### src/rtl/alu_seq_exec_pkg.sv
// Shared ALU control codes and helpers used by decode and the execute stage.
// Code order follows the decode table: ALU_ADD first, ALU_AND last.
package alu_seq_exec_pkg;

    localparam logic [3:0] ALU_ADD  = 4'd0;
    localparam logic [3:0] ALU_SUB  = 4'd1;
    localparam logic [3:0] ALU_SLL  = 4'd2;
    localparam logic [3:0] ALU_SLT  = 4'd3;
    localparam logic [3:0] ALU_SLTU = 4'd4;
    localparam logic [3:0] ALU_XOR  = 4'd5;
    localparam logic [3:0] ALU_SRL  = 4'd6;
    localparam logic [3:0] ALU_SRA  = 4'd7;
    localparam logic [3:0] ALU_OR   = 4'd8;
    localparam logic [3:0] ALU_AND  = 4'd9;

    function automatic logic is_shift(input logic [3:0] ctrl);
        return (ctrl == ALU_SLL) || (ctrl == ALU_SRL) || (ctrl == ALU_SRA);
    endfunction

endpackage

### src/rtl/alu_serial_shifter.sv
// One-bit-per-cycle shifter: loads din/shamt on start, then shifts until the count drains.
// done is high in the cycle whose edge produces the final value on dout.
module alu_serial_shifter #(
    parameter int XLEN    = 32,
    parameter int SHAMT_W = 5
) (
    input  logic               clk,
    input  logic               rst,
    input  logic               start,
    input  logic [SHAMT_W-1:0] shamt,
    input  logic               dir,
    input  logic               arith,
    input  logic [XLEN-1:0]    din,
    output logic               done,
    output logic [XLEN-1:0]    dout
);

    logic [XLEN-1:0]    work_q;
    logic [SHAMT_W-1:0] cnt_q;
    logic               dir_q;
    logic               arith_q;
    logic               fill;

    // dir_q=1 shifts right; arithmetic right shifts refill with the sign bit.
    always_comb begin
        fill = arith_q & work_q[XLEN-1];
        dout = dir_q ? {fill, work_q[XLEN-1:1]} : {work_q[XLEN-2:0], 1'b0};
        done = (cnt_q == SHAMT_W'(1));
    end

    always_ff @(posedge clk) begin
        if (rst) begin
            work_q  <= '0;
            cnt_q   <= '0;
            dir_q   <= 1'b0;
            arith_q <= 1'b0;
        end else if (start) begin
            work_q  <= din;
            cnt_q   <= shamt;
            dir_q   <= dir;
            arith_q <= arith;
        end else if (cnt_q != '0) begin
            work_q <= dout;
            cnt_q  <= cnt_q - SHAMT_W'(1);
        end
    end

endmodule

### src/rtl/alu_seq_exec.sv
// Execute-stage ALU with valid/ready on both sides; shifts run serially unless
// ALU_FAST_SHIFT_EN is defined, which swaps in a single-cycle barrel shifter.
module alu_seq_exec
    import alu_seq_exec_pkg::*;
#(
    parameter int XLEN    = 32,
    parameter int SHAMT_W = 5
) (
    input  logic            clk,
    input  logic            rst,
    input  logic            in_valid,
    output logic            in_ready,
    input  logic [3:0]      alu_ctrl,
    input  logic [XLEN-1:0] op_a,
    input  logic [XLEN-1:0] op_b,
    output logic            out_valid,
    input  logic            out_ready,
    output logic [XLEN-1:0] result,
    output logic            zero,
    output logic            busy
);

    // Handshake: a transfer happens on a rising edge where valid && ready are both
    // high; valid holds its payload until then, ready may change freely.
    logic               accept;
    logic               go_serial;
    logic               shift_fin;
    logic [XLEN-1:0]    shift_dout;
    logic [XLEN-1:0]    fast_res;
    logic [SHAMT_W-1:0] shamt;

    assign shamt  = op_b[SHAMT_W-1:0];
    assign accept = in_valid && in_ready;

    always_comb begin
        fast_res = op_a + op_b;
        case (alu_ctrl)
            ALU_SUB:  fast_res = op_a - op_b;
            ALU_AND:  fast_res = op_a & op_b;
            ALU_OR:   fast_res = op_a | op_b;
            ALU_XOR:  fast_res = op_a ^ op_b;
            ALU_SLT:  fast_res = {{(XLEN-1){1'b0}}, $signed(op_a) < $signed(op_b)};
            ALU_SLTU: fast_res = {{(XLEN-1){1'b0}}, op_a < op_b};
`ifdef ALU_FAST_SHIFT_EN
            ALU_SLL:  fast_res = op_a << shamt;
            ALU_SRL:  fast_res = op_a >> shamt;
            ALU_SRA:  fast_res = XLEN'($signed(op_a) >>> shamt);
`else
            // Only shamt==0 shifts take the single-cycle path here.
            ALU_SLL, ALU_SRL, ALU_SRA: fast_res = op_a;
`endif
            default:  fast_res = op_a + op_b;
        endcase
    end

`ifdef ALU_FAST_SHIFT_EN
    assign go_serial  = 1'b0;
    assign shift_fin  = 1'b0;
    assign shift_dout = '0;
    assign busy       = 1'b0;
    assign in_ready   = !out_valid || out_ready;
`else
    localparam logic STATE_IDLE  = 1'b0;
    localparam logic STATE_SHIFT = 1'b1;

    logic state_q;
    logic state_d;
    logic shift_done;

    assign go_serial = accept && is_shift(alu_ctrl) && (shamt != '0);

    always_ff @(posedge clk) begin
        if (rst) state_q <= STATE_IDLE;
        else     state_q <= state_d;
    end

    always_comb begin
        state_d = state_q;
        case (state_q)
            STATE_IDLE:  if (go_serial)  state_d = STATE_SHIFT;
            STATE_SHIFT: if (shift_done) state_d = STATE_IDLE;
            default:     state_d = STATE_IDLE;
        endcase
    end

    always_comb begin
        busy      = (state_q == STATE_SHIFT);
        in_ready  = (state_q == STATE_IDLE) && (!out_valid || out_ready);
        shift_fin = busy && shift_done;
    end

    alu_serial_shifter #(
        .XLEN    (XLEN),
        .SHAMT_W (SHAMT_W)
    ) u_shifter (
        .clk   (clk),
        .rst   (rst),
        .start (go_serial),
        .shamt (shamt),
        .dir   (alu_ctrl != ALU_SLL),
        .arith (alu_ctrl == ALU_SRA),
        .din   (op_a),
        .done  (shift_done),
        .dout  (shift_dout)
    );
`endif

    // The slot is always empty at shift completion, so that branch never overwrites a live result.
    always_ff @(posedge clk) begin
        if (rst) begin
            out_valid <= 1'b0;
            result    <= '0;
            zero      <= 1'b0;
        end else if (shift_fin) begin
            out_valid <= 1'b1;
            result    <= shift_dout;
            zero      <= (shift_dout == '0);
        end else if (accept && !go_serial) begin
            out_valid <= 1'b1;
            result    <= fast_res;
            zero      <= (fast_res == '0);
        end else if (out_valid && out_ready) begin
            out_valid <= 1'b0;
        end
    end

endmodule

### config.mk
export PLATFORM = sky130hd
export DESIGN_NAME = alu_seq_exec
export DESIGN_NICKNAME = d
export VERILOG_FILES = /design/src/rtl/alu_seq_exec_pkg.sv /design/src/rtl/alu_serial_shifter.sv /design/src/rtl/alu_seq_exec.sv
export SDC_FILE = /design/constraint.sdc
export NUM_CORES = 1
export LEC_CHECK = 0
export BUFFER_PORTS_ARGS = -buffer_cell sky130_fd_sc_hd__buf_2
export CORE_MARGIN = 2
export CORE_UTILIZATION = 45
export DETAILED_ROUTE_END_ITERATION = 7
export HOLD_SLACK_MARGIN = 0.03
export SLEW_MARGIN = 0
export SYNTH_ARGS = -nofsm -noshare
export SYNTH_HDL_FRONTEND = slang
export SYNTH_SLANG_ARGS = --single-unit
export TNS_END_PERCENT = 5
### constraint.sdc
create_clock -name clk -period 5.9 [get_ports clk]
set_clock_uncertainty 0.1 [all_clocks]
set_input_delay 0.295 -clock clk [delete_from_list [all_inputs] [get_ports clk]]
set_output_delay 0.295 -clock clk [all_outputs]
set_load 0.005 [all_outputs]
==> results.txt <==
The flip-flop cell with the highest count after synthesis is dfxtp_1. In this run the power density over the cells is approximately 290 nW/µm². The maximum number of pins on one net before global-route repair is 75. The total of max-cap violations came out at 0. The critical path start-end classification is in2reg.

For this design, the sink count on the clock tree is 74. The post-detailed-route wirelength per cell is 22.00 µm. The net total in the final layout is 1,547.

The initial DRC count is around 1,000. The number of global-route vias before repair was ~9,600. The largest individual stage delay along the critical path comes from the cell a2111oi_1. The floorplan die height came out at 147.3 µm. Counting distinct cell types in the post-synthesis netlist gives between 80 and 90. The horizontal die dimension is 147.3 µm. Among cell families on the critical path, the largest total delay comes from compound AO/OA/AOI/OAI gates. Routability-driven placement finished with a final weighted congestion of 0.9687.

The end-of-flow core utilization came out at 0.5066. The share of post-route cells with drive strength above 1 came out at 0.1175. After clock tree synthesis, the clock-pin slew on the worst setup and hold paths is ~0.060 ns.

The tightest min-delay check is of the in2reg type. Across every metal layer, demand over resource in global routing totals 0.3245. The number of nets handed over by synthesis was 1,510. The standard cell core area came out at 20,170 µm².

The worst-skew pair later-pin latency is 0.34 ns. The share of flip-flops with an asynchronous set or reset came out at 0. Of all nets on the critical path, the largest fanout is 14. TritonCTS built the clock tree.

The post-synthesis cell area is 9240 µm². In the finished design, the share of the clock period the worst path needs comes to 0.7313. The buffering stage count on the worst path with inverters included came out at 2.

The sequential fraction of design power came out at 0.254. The cell-internal power came out at 0.001605 W. The startpoint of the worst register-to-register path is out_valid.

The count of standard-cell rows came out at 52. The number of buffers on the longest clock path is 2. The synthesized design spends more area on one cell type than any other, namely dfxtp_1. The worst-case IR drop observed on VDD is approximately 0.21 mV. The worst setup path is captured at a register. The logic depth of the worst register-to-register path is 12.

The clock network fraction of design power came out at 0.205. Of the total power, the share spent switching nets is 0.4593. The critical path goes through buf_2 -> inv_1 -> ha_1 -> nand3_1 -> a211o_1 -> a2111oi_1 -> o21ai_1 -> a311o_1 -> o311ai_1 -> a221o_1 -> o311ai_0 -> nor4_1 -> a31o_1. The setup-violating endpoint count in the final report came out at 0. The launching element of the worst setup path is op_a[9]. The max-slew violation count is 0.

The number of buffers added to fix hold violations after cts is 0. The number of buffers added on ports is 107. The HPWL after detailed placement is around 27,000 µm. The TritonCTS buffer count is 9. The routed via count came out at 10,583. The fmax is around 230 MHz. The critical path capture point is zero.

The net switching power figure came out at 0.001363 W. The worst hold-check slack is around 0.14 ns. Compared with the post-synthesis result, the final layout area differs by 10.58%. The count of inserted antenna diode cells is 0. The full die area came out at between 20,000 and 25,000 µm². The area share of the leading cell type in the synthesized netlist is 0.1603. The worst register-to-register path has a setup slack of about 2.7 ns.

Setup repair after global routing left no endpoint under its margin. The initial core utilization is 0.4581. A synthesized cell averages 6.911 µm². By area the synthesized netlist is led by dfxtp_1, ha_1, nor2_1, a21oi_1, a221oi_1. The count of instances resized after the clock tree is built is 0. The leakage power came out at approximately 4.4 nW. The final hold violation count is 0. Post-CTS timing repair inserted 0 buffers for setup. The tree is rooted in a clkbuf_16. For this run, the detailed router's first-pass iteration total came to 7. The I/O pin count came out at about 110.

The transition time of the tightest slew-check pin came out at between 0.9 and 1 ns. The worst register-to-register path ends at zero. The register bit total from synthesis came out at 74. The H-tree depth reported by CTS is 3. The cell count after synthesis came out at ~1,300. The data required time of the critical path came out at slightly above 6 ns. The biggest cell delay along the critical path came out at 0.85 ns. The worst setup path is launched from an input pin. The aggregate routed wire length is ~36,000 µm. The DRC violation count after routing is 0. The remaining max-slew budget at the tightest pin came out at 0.3503. The most common cell in the synthesized netlist is nor2_1.

The first global-routing pass estimated between 50,000 and 60,000 µm of wire. The fraction of the yosys area taken by sequential cells came out at 0.1603. The final total negative setup slack is 0 ns.

Dividing the detail-routed via count by the number of cells gives around 6.4. The remaining global-route overflow came out at 0. The antenna violation net count after detailed routing is 0. The data arrival time of the critical path came out at approximately 4.5 ns. The number of synthesized flops with an enable pin came out at 0. The critical path crosses 13 cells after its start point.

The share of total power dissipated in combinational logic is 0.541. The number of antenna violations at the first check in global routing is 0. The warning count from the yosys run is 0. The run finished with clean final reports. The final critical delay including setup and external delays is 4.315 ns. Sorting the synthesized cells by how often they occur yields nor2_1, a21oi_1, inv_1, ha_1, clkbuf_1.
-- how the worst min path moves through the flow --
stage,end,cells past startpoint,from
floorplan,u_shifter.cnt_q[0],2,op_b[0]
finish,u_shifter.cnt_q[2],3,op_b[2]
detailed placement,result[2],2,result[2]
global route,u_shifter.cnt_q[3],3,op_b[3]
global placement,result[2],2,result[2]
CTS,u_shifter.cnt_q[2],3,op_b[2]
-- per-layer routing --
metal  vias up  wire length (µm)  track usage
met5         -                 0            0
met2       527             16840       0.5339
met1      4959             15080       0.4306
met3        95              2836      0.04193
li1       5002                 -            -
met4         0              1515       0.1313
-- area by class of cell --
class,instances,area [µm²]
Sequential cell,74,1483
Tap cell,270,337.8
Timing Repair Buffer,122,648.1
Fill cell,2092,9952
Multi-Input combinational cell,1065,7042
Clock buffer,9,225.2
Clock inverter,7,98.84
Inverter,102,382.9
-- through the flow --
step | cells | area (µm²) | total power, W | setup slack [ns]
2_1_floorplan | 1337 | 9240 | 0.001884 | 2.138
6_report | 1649 | 10220 | 0.002968 | 1.585
3_5_place_dp | 1633 | 9893 | 0.002321 | 1.351
5_1_grt | 1649 | 10220 | 0.003174 | 1.427
3_3_place_gp | 1633 | 9893 | 0.002316 | 1.357
4_1_cts | 1649 | 10220 | 0.002937 | 1.702
-- cells by family (layout without fill, tap and decap cells) --
kind of cell | Yosys count | after routing | share of synthesized area
muxes | 34 | 34 | 0.03683
DFF | 74 | 74 | 0.1603
xor gates and xnor gates | 6 | 6 | 0.005687
AOI/OAI and AO/OA | 473 | 473 | 0.3514
and+or+nand+nor | 451 | 451 | 0.2256
buffers and inverters | 198 | 240 | 0.08179
adders and majority gates | 101 | 101 | 0.1384
-- worst min-delay path, delay by kind of cell --
family	cells	cell delay (ns)
simple gates	1	0.07
buf+inv	1	0.11
compound gates	1	0.06
-- flip-flops by register name, indices dropped and copies added, names as in the netlist --
name               count
zero                   1
u_shifter.arith_q      1
u_shifter.work_q      32
out_valid              1
u_shifter.dir_q        1
u_shifter.cnt_q        5
result                32
busy                   1
-- cell usage in the layout, fill, tap and decap left out, drive strengths merged, types with 48 or more instances in the layout --
| master | netlist | routed |
|---|---|---|
| nor2 | 224 | 224 |
| a21oi | 127 | 127 |
| buf | 13 | 122 |
| inv | 101 | 104 |
| ha | 99 | 99 |
| dfxtp | 74 | 74 |
| o21ai | 68 | 68 |
| nand2 | 66 | 66 |
| a221oi | 49 | 49 |
| a211oi | 48 | 48 |
-- power by group through the flow --
stage / clock, W / sequential [W] / combinational, W
6_report: 0.000609 / 0.000753 / 0.00161
5_1_grt: 0.000641 / 0.000768 / 0.00176
4_1_cts: 0.000617 / 0.000750 / 0.00157
3_5_place_dp: 0 / 0.000760 / 0.00156
3_3_place_gp: 0 / 0.000760 / 0.00156
2_1_floorplan: 0 / 0.000721 / 0.00116
Power figures use the tool's default switching activity.
